$ cat config.mk
export PLATFORM = sky130hd
export DESIGN_NAME = pedometer_core
export DESIGN_NICKNAME = d
export VERILOG_FILES = /design/src/rtl/pedometer_pkg.sv /design/src/rtl/pedometer_weight_file.sv /design/src/rtl/pedometer_core.sv
export SDC_FILE = /design/constraint.sdc
export NUM_CORES = 2
export LEC_CHECK = 0
export ABC_AREA = 1
export CAP_MARGIN = 10
export CORE_MARGIN = 2
export CORE_UTILIZATION = 60
export CTS_CLUSTER_SIZE = 25
export DETAILED_ROUTE_END_ITERATION = 7
export PLACE_DENSITY = 0.77
export SLEW_MARGIN = 20
export SYNTH_ARGS = -nofsm -noshare
export SYNTH_HDL_FRONTEND = slang
export SYNTH_SLANG_ARGS = --single-unit
$ cat constraint.sdc
create_clock -name clk -period 11 [get_ports clk]
set_input_delay 2.2 -clock clk [delete_from_list [all_inputs] [get_ports clk]]
set_output_delay 2.2 -clock clk [all_outputs]
set_load 0.02 [all_outputs]
$ cat src/rtl/pedometer_pkg.sv
// pedometer_pkg: shared types and defaults for the pedometer datapath.
//   det_state_e : step detector state (ST_BELOW / ST_ABOVE)
//   DEF_*       : default parameter values
//   acc_width() : full-precision FIR accumulator width
package pedometer_pkg;

    typedef enum logic [0:0] {
        ST_BELOW = 1'b0,
        ST_ABOVE = 1'b1
    } det_state_e;

    localparam int unsigned DEF_DATA_W  = 8;
    localparam int unsigned DEF_W_W     = 8;
    localparam int unsigned DEF_TAPS    = 8;
    localparam int unsigned DEF_CNT_W   = 16;
    localparam int unsigned DEF_MIN_GAP = 4;

    // Magnitude is DATA_W+1 bits; each product adds W_W bits; summing TAPS
    // products needs $clog2(TAPS) more bits to never overflow.
    function automatic int unsigned acc_width(input int unsigned data_w,
                                              input int unsigned w_w,
                                              input int unsigned taps);
        return data_w + 1 + w_w + $clog2(taps);
    endfunction

endpackage

$ cat src/rtl/pedometer_weight_file.sv
// pedometer_weight_file: TAPS x W_W FIR weight registers.
//   clk, reset            : clock, synchronous active-high reset
//   write_single          : data1 -> weight[addr1]
//   write_dual            : data1 -> weight[addr1], data2 -> weight[addr2];
//                           overrides write_single, data2 wins on equal addresses
//   addr1/addr2, data1/data2 : write addresses and data
//   weights               : all weights in parallel
// Addresses >= TAPS match no register, so such writes are dropped.
module pedometer_weight_file
    import pedometer_pkg::*;
#(
    parameter int unsigned W_W  = DEF_W_W,
    parameter int unsigned TAPS = DEF_TAPS,
    parameter int unsigned AW   = (TAPS > 1) ? $clog2(TAPS) : 1
) (
    input  logic                      clk,
    input  logic                      reset,
    input  logic                      write_single,
    input  logic                      write_dual,
    input  logic [AW-1:0]             addr1,
    input  logic [AW-1:0]             addr2,
    input  logic [W_W-1:0]            data1,
    input  logic [W_W-1:0]            data2,
    output logic [TAPS-1:0][W_W-1:0]  weights
);

    always_ff @(posedge clk) begin
        if (reset) begin
            weights <= '0;
        end else begin
            for (int i = 0; i < TAPS; i++) begin
                if (write_dual) begin
                    if (addr2 == AW'(i)) begin
                        weights[i] <= data2;
                    end else if (addr1 == AW'(i)) begin
                        weights[i] <= data1;
                    end
                end else if (write_single && (addr1 == AW'(i))) begin
                    weights[i] <= data1;
                end
            end
        end
    end

endmodule

$ cat src/rtl/pedometer_core.sv
// pedometer_core: two-axis magnitude -> TAPS-deep FIR -> hysteresis step counter.
//   clk, reset                 : clock, synchronous active-high reset
//   countSteps                 : enables detection; low forces ST_BELOW, holds count
//   updateWeight, dualUpdateWeights, Addr1/2, Data1/2 : weight file writes
//   A, B, sample_valid         : axis samples, accepted when sample_valid
//   thresh_hi, thresh_lo       : hysteresis thresholds (thresh_lo <= thresh_hi)
//   filt_out, filt_valid       : filtered magnitude and its one-cycle strobe
//   step_pulse, step_count     : per-step strobe and saturating total
// Optional feature macro PEDOMETER_DEBOUNCE_EN: after each counted step, the next
// MIN_GAP filtered samples cannot start a new step.
module pedometer_core
    import pedometer_pkg::*;
#(
    parameter int unsigned DATA_W  = DEF_DATA_W,
    parameter int unsigned W_W     = DEF_W_W,
    parameter int unsigned TAPS    = DEF_TAPS,
    parameter int unsigned CNT_W   = DEF_CNT_W,
    parameter int unsigned MIN_GAP = DEF_MIN_GAP,
    parameter int unsigned ACC_W   = acc_width(DATA_W, W_W, TAPS),
    parameter int unsigned AW      = (TAPS > 1) ? $clog2(TAPS) : 1
) (
    input  logic              clk,
    input  logic              reset,
    input  logic              countSteps,
    input  logic              updateWeight,
    input  logic              dualUpdateWeights,
    input  logic [DATA_W-1:0] A,
    input  logic [DATA_W-1:0] B,
    input  logic              sample_valid,
    input  logic [AW-1:0]     Addr1,
    input  logic [AW-1:0]     Addr2,
    input  logic [W_W-1:0]    Data1,
    input  logic [W_W-1:0]    Data2,
    input  logic [ACC_W-1:0]  thresh_hi,
    input  logic [ACC_W-1:0]  thresh_lo,
    output logic [ACC_W-1:0]  filt_out,
    output logic              filt_valid,
    output logic              step_pulse,
    output logic [CNT_W-1:0]  step_count
);

    localparam int unsigned MW = DATA_W + 1;

    logic [TAPS-1:0][W_W-1:0] weights;
    logic [TAPS-1:0][MW-1:0]  taps_q;
    logic [MW-1:0]            mag;
    logic                     sample_q;
    logic [ACC_W-1:0]         acc;
    logic [ACC_W-1:0]         filt_q;
    logic                     filt_valid_q;
    det_state_e               state_q, state_d;
    logic                     step_q, step_d;
    logic [CNT_W-1:0]         count_q, count_d;
    logic                     gap_busy;

    pedometer_weight_file #(
        .W_W  (W_W),
        .TAPS (TAPS),
        .AW   (AW)
    ) u_weight_file (
        .clk          (clk),
        .reset        (reset),
        .write_single (updateWeight),
        .write_dual   (dualUpdateWeights),
        .addr1        (Addr1),
        .addr2        (Addr2),
        .data1        (Data1),
        .data2        (Data2),
        .weights      (weights)
    );

    assign mag = MW'(A) + MW'(B);

    // Stage 1: delay line; sample_q marks that the line holds a fresh sample.
    always_ff @(posedge clk) begin
        if (reset) begin
            taps_q   <= '0;
            sample_q <= 1'b0;
        end else begin
            sample_q <= sample_valid;
            if (sample_valid) begin
                taps_q[0] <= mag;
                for (int i = 1; i < TAPS; i++) begin
                    taps_q[i] <= taps_q[i-1];
                end
            end
        end
    end

    always_comb begin
        acc = '0;
        for (int i = 0; i < TAPS; i++) begin
            acc = acc + ACC_W'(weights[i]) * ACC_W'(taps_q[i]);
        end
    end

    // Stage 2: registered filter result.
    always_ff @(posedge clk) begin
        if (reset) begin
            filt_q       <= '0;
            filt_valid_q <= 1'b0;
        end else begin
            filt_valid_q <= sample_q;
            if (sample_q) begin
                filt_q <= acc;
            end
        end
    end

`ifdef PEDOMETER_DEBOUNCE_EN
    localparam int unsigned GW = $clog2(MIN_GAP + 2);
    logic [GW-1:0] gap_q, gap_d;

    assign gap_busy = (gap_q != '0);

    always_comb begin
        gap_d = gap_q;
        if (filt_valid_q) begin
            if (step_d) begin
                gap_d = GW'(MIN_GAP);
            end else if (gap_busy) begin
                gap_d = gap_q - 1'b1;
            end
        end
    end

    always_ff @(posedge clk) begin
        if (reset) begin
            gap_q <= '0;
        end else begin
            gap_q <= gap_d;
        end
    end
`else
    assign gap_busy = 1'b0;
`endif

    // Stage 3: hysteresis detector, advanced only on filt_valid.
    always_comb begin
        state_d = state_q;
        step_d  = 1'b0;
        count_d = count_q;
        if (!countSteps) begin
            state_d = ST_BELOW;
        end else if (filt_valid_q) begin
            unique case (state_q)
                ST_BELOW: begin
                    if ((filt_q > thresh_hi) && !gap_busy) begin
                        state_d = ST_ABOVE;
                        step_d  = 1'b1;
                        count_d = (&count_q) ? count_q : count_q + 1'b1;
                    end
                end
                ST_ABOVE: begin
                    if (filt_q < thresh_lo) begin
                        state_d = ST_BELOW;
                    end
                end
                default: state_d = ST_BELOW;
            endcase
        end
    end

    always_ff @(posedge clk) begin
        if (reset) begin
            state_q <= ST_BELOW;
            step_q  <= 1'b0;
            count_q <= '0;
        end else begin
            state_q <= state_d;
            step_q  <= step_d;
            count_q <= count_d;
        end
    end

    assign filt_out   = filt_q;
    assign filt_valid = filt_valid_q;
    assign step_pulse = step_q;
    assign step_count = count_q;

endmodule

-- Yosys cells after proc, flatten, opt, wreduce, memory -nomap -nowiden
Index checks and enable logic that the tools add are counted.
- register bits: 176
- output and inout bits: 38
- word-level logic and storage cells: 132
- $add $sub $neg: 9
- multipliers: 8
- $lt $le $gt $ge: 2
- equality and inequality tests: 22
- muxes and demuxes: 35
- bitwise gates (word level): 4
- reductions and logical operators: 30
- operators by type and width (cell ; count):
    8-bit two-way mux ; 32
    8-bit by 9-bit multiplier with 17-bit output ; 8
    20-bit by 17-bit adder with 20-bit output ; 4
    3-bit == test, second input constant ; 8
    3-bit by 1-bit inequality test with 1-bit output, second input constant ; 8
    19-bit by 17-bit adder with 20-bit output ; 1
    20-bit greater-than comparator ; 1
    20-bit less-than comparator ; 1
    18-bit by 17-bit adder with 19-bit output ; 1
    17-bit by 17-bit adder with 18-bit output ; 1
    16-bit by 1-bit adder with 16-bit output, second input constant ; 1
    16-bit AND reduction ; 1
    2-bit AND reduction ; 8
    2-bit nonzero test ; 8
    3-bit by 2-bit == test with 1-bit output, second input constant ; 4
    8-bit by 8-bit adder with 9-bit output ; 1
    1-bit logical AND ; 8
    3-bit by 1-bit == test with 1-bit output, second input constant ; 2
    3-bit zero test ; 2
    5-bit AND reduction ; 1
    1-bit inverter ; 4
    4-bit OR reduction ; 1
    1-bit two-way mux ; 2
    1-bit case mux with 2 select lines ; 1
    2-bit OR reduction ; 1

-- Logic depth before layout (Yosys ltp)
- depth in word-level cells: 8
- depth in mapped cells: 32

-- Modules after synthesis
From an unflattened synthesis, not the netlist that was laid out.
- cells, all modules: 4144
- area, all modules: 30475.5 sq um
- by module, submodules not included (module ; instances ; cells an instance ; area each (sq um)):
    pedometer_core ; 1 ; 3473 ; 26695.6
    pedometer_weight_file ; 1 ; 671 ; 3779.9

-- Worst setup path before layout
OpenSTA, ideal clock, no wires.
- path kind: flip-flop to flip-flop
- start point: reg u_weight_file.weights[58] (netlist bit)
- end point: reg filt_q[18] (netlist: filt_out[18])
- setup time: 0.115 ns
- data arrival time: 6.971 ns
- required time: 10.885 ns
- setup slack: 3.914 ns
- stages on the path, launching flop included: 30
- buffers on the path: 1
- period minus slack after synthesis: 7.086 ns
- path through: dfxtp_1 -> clkbuf_1 -> nand2_1 -> fa_1 -> inv_1 -> fa_1 -> inv_1 -> fa_1 -> inv_1 -> fa_1 -> inv_1 -> fa_1 -> fa_1 -> inv_1 -> fa_1 -> fa_1 -> fa_1 -> inv_1 -> fa_1 -> inv_1 -> ha_1 -> nand2_1 -> nor2_1 -> nand3_1 -> nand3_1 -> nand2_1 -> nand2_1 -> nor2_1 -> o21ai_0 -> inv_1
- longest elaborated chain between the ends: 2
- ends and longest elaborated chain (element ; line ; RTL):
    start: declaration ; pedometer_weight_file.sv:24 ; output logic [TAPS-1:0][W_W-1:0] weights
    start signal: indexed assignment ; pedometer_weight_file.sv:34 ; weights[i] <= data2;
    start signal: indexed assignment ; pedometer_weight_file.sv:36 ; weights[i] <= data1;
    start signal: indexed assignment ; pedometer_weight_file.sv:39 ; weights[i] <= data1;
    8-bit by 9-bit multiplier with 17-bit output ; pedometer_core.sv:93 ; acc = acc + ACC_W'(weights[i]) * ACC_W'(taps_q[i]);
    20-bit by 17-bit adder with 20-bit output ; pedometer_core.sv:93 ;
    end signal: assignment ; pedometer_core.sv:100 ; filt_q <= '0;
    end signal: assignment ; pedometer_core.sv:105 ; filt_q <= acc;
    end: declaration ; pedometer_core.sv:49 ; logic [ACC_W-1:0] filt_q;
No other way between the ends.
A chain may end at the register's enable or synchronous reset.

-- Worst setup path in the final report
- start point: reg taps_q[49] (netlist bit)
- end point: reg filt_q[17] (netlist: filt_out[17])
- longest elaborated chain between the ends: 4
- ends and longest elaborated chain (element ; line ; RTL):
    start: declaration ; pedometer_core.sv:45 ; logic [TAPS-1:0][MW-1:0] taps_q;
    start signal: indexed assignment ; pedometer_core.sv:84 ; taps_q[i] <= taps_q[i-1];
    8-bit by 9-bit multiplier with 17-bit output ; pedometer_core.sv:93 ;
    20-bit by 17-bit adder with 20-bit output (3 in series) ; pedometer_core.sv:93 ;
No other way between the ends.

==> impl_metrics.json <==
{
  "antenna_cells": 0,
  "rsz0062_at_grt": "no",
  "wl_per_cell_um": 18.3,
  "drc": 0,
  "die_x_um": 226,
  "syn_avg_cell_area_um2": 7.72,
  "arrival_ns": 7.99,
  "grt_start_max_net_pins": 87,
  "post_cts_resized": 0,
  "final-hold-violation-count": 0,
  "ys_top_cells_by_count": "inv_1 (1108), nand2_1 (833), fa_1 (539), ha_1 (281), nor2_1 (224)",
  "finClkSkew_ns": 0.0137,
  "root_buffer": "clkbuf_16",
  "syn-num-nets": 4730,
  "switchingPower_uw": 1420,
  "worstPathRequired_ns": 11.40,
  "start_kind": "register",
  "hp-class": "reg2reg",
  "comb_power_share_pct": 53.1,
  "synthTopCellsByArea": "fa_1 (37%), inv_1 (14%), dfxtp_1 (12%)",
  "grtUsageTotal_pct": 34.0,
  "grt_pass1_wl_mm": 130,
  "power.internal_uw": 1650,
  "final_antenna_net_count": 0,
  "final_util_pct": 64.3,
  "synth_most_common_cell": "inv_1",
  "io_pins": 122,
  "finalCritPeriodShare_pct": 69.0,
  "yosys_register_bits": 176,
  "cts.sinks": 176,
  "grt_antenna_before_repair": 0,
  "fin_cells": 4443,
  "synth_ff_type": "dfxtp_1",
  "clk_path_buf_depth": 2,
  "nFillCells": 4211,
  "peakVddDrop_v": 0.000155,
  "ys_warn_count": 0,
  "tightest_slew_ns": 1.15,
  "routabilityCongestion": 1.00,
  "power.leakage_uw": 0.0189,
  "die_h_um": 226,
  "synthCells": 3826,
  "die_area_um2": 51000,
  "critPathMaxFanout": 10,
  "vias": 23300,
  "hold_buffers": 0,
  "grt_overflow": 0,
  "end_kind": "register",
  "synthesis.area_um2": 29500,
  "dp_hpwl_mm": 65.2,
  "status": "finished, final reports clean",
  "core_area_um2": 48700,
  "post-cts-setup-buffer-count": 0,
  "cts_tree": "yes",
  "max_freq_ghz": 0.132,
  "drv_slew": 0,
  "worstSetupPathType": "reg2reg",
  "synth_top_area_share_pct": 36.5,
  "routed_wirelength_mm": 81.1,
  "via_per_inst": 5.24,
  "clk_pin_slew_ns": 0.07,
  "async_flop_share_pct": 0,
  "start_util_pct": 60.6,
  "period_minus_slack_ns": 7.59,
  "numCtsBuffers": 17,
  "dp.cells": 4411,
  "layout-drive-gt1-share_pct": 2.41,
  "clkLatencyLatePin_ns": 0.51,
  "clkPwrFrac_pct": 20.3,
  "grt_pass1_vias": 23500,
  "final_nets": 4670,
  "synth_cell_types": 38,
  "ys_seq_area_share_pct": 11.9,
  "drt_first_pass_iters": 8,
  "hold_slack_ns": 0.492,
  "swShare_pct": 46.4,
  "synth_top_area_cell": "fa_1",
  "portBuffers": 121,
  "tns_ns": 0,
  "drv_cap": 0,
  "power_density_nw_per_um2": 98.0,
  "drtIter0Drc": 2304,
  "htreeDepth": 4,
  "slew-limit-headroom_pct": 23.0,
  "finalSetupViolCount": 0,
  "synth_edf_count": 0,
  "seqPwrFrac_pct": 26.6,
  "syn_to_final_growth_pct": 6.11,
  "row_count": 81
}
final cells by class:
cell class                      instances  area [µm²]  area share (%)
Inverter                             1120        4220            13.5
Multi-Input combinational cell       2325       20900            66.9
Tap cell                              664         831            2.65
Timing Repair Buffer                  126        1240            3.97
Sequential cell                       176        3520            11.2
Clock inverter                         13         128           0.407
Clock buffer                           19         443            1.41
critical path: stages, from the launching register on:
cell and delay, ns:
dfxtp_1 0.61, nand2_1 0.15, fa_1 0.55, inv_1 0.05, fa_1 0.48, fa_1 0.58, inv_1 0.08, fa_1 0.54
inv_1 0.06, fa_1 0.48, fa_1 0.61, fa_1 0.46, fa_1 0.46, fa_1 0.50, inv_1 0.05, fa_1 0.48
inv_1 0.04, ha_1 0.33, inv_1 0.07, o21ai_0 0.22, nor2_1 0.10, nand2_1 0.12, nand3_1 0.12, nand3_1 0.09
nand2_1 0.05, o21ai_0 0.16, inv_1 0.06
flip-flops by register name, indices dropped and copies added (netlist names):
| name | cells |
|---|---|
| taps_q | 72 |
| u_weight_file.weights | 64 |
| filt_out | 20 |
| step_count | 16 |
| filt_valid | 1 |
| sample_q | 1 |
| state_q | 1 |
| step_pulse | 1 |
per-stage QoR:
stage / power [µW] / area (µm²) / setup slack [ns]
after floorplan: 1940 / 29500 / 3.91
after global placement: 2390 / 30800 / 3.56
after detailed placement: 2430 / 30800 / 3.45
after CTS: 3060 / 31300 / 3.43
after global routing: 3330 / 31300 / 3.01
final: 3070 / 31300 / 3.41
power by group through the flow:
stage / combinational, µW / clock (µW) / sequential, µW
CTS: 1620 / 634 / 813
finish: 1630 / 623 / 817
floorplan: 1210 / 0 / 739
global placement: 1570 / 0 / 825
global route: 1850 / 652 / 828
detailed placement: 1600 / 0 / 827
final timing paths:
kind / from / endpoint / slack (ns) / cells past startpoint
worst max-delay path: taps_q[49] / filt_out[17] / 3.41 / 26
worst min-delay path: step_count[14] / step_count[14] / 0.49 / 2
worst max register to register: taps_q[49] / filt_out[17] / 3.41 / 26
worst min register to register: step_count[14] / step_count[14] / 0.49 / 2
metal layers:
layer,global-route usage (%),vias up,share of wire (%)
li1,-,10900,-
met1,46.0,11200,41
met2,53.1,1111,45
met3,5.78,163,8.9
met4,17.3,0,5.4
met5,0,-,0
cell usage in the layout (no fill, tap or decap), types with 2 or more instances in the layout:
cell,instances
clkinv_2,4
o211ai_1,3
a31oi_1,64
xnor2_1,11
ha_1,281
or2_2,2
clkinv_4,3
nor3_1,3
inv_6,6
clkinvlp_4,3
a21oi_1,53
buf_4,5
a21oi_2,14
nand2_1,833
nand2_2,8
dfxtp_1,176
nor2_1,224
xor2_1,16
clkdlybuf4s50_1,120
a21o_1,2
clkbuf_16,17
inv_1,1107
o21ai_1,12
nor2_2,7
inv_2,8
nand3_2,2
fa_1,539
nand3_1,58
nand4_1,25
o21ai_0,156
nor2_8,6
cell families after synthesis:
| family | synth area share (%) |
|---|---|
| AOI/OAI and AO/OA | 5.70 |
| and+or+nand+nor | 16.0 |
| buffers and inverters | 17.1 |
| adders and majority gates | 48.5 |
| DFF | 11.9 |
| xor gates and xnor gates | 0.801 |
No activity file was read; power rests on OpenSTA's default activity.
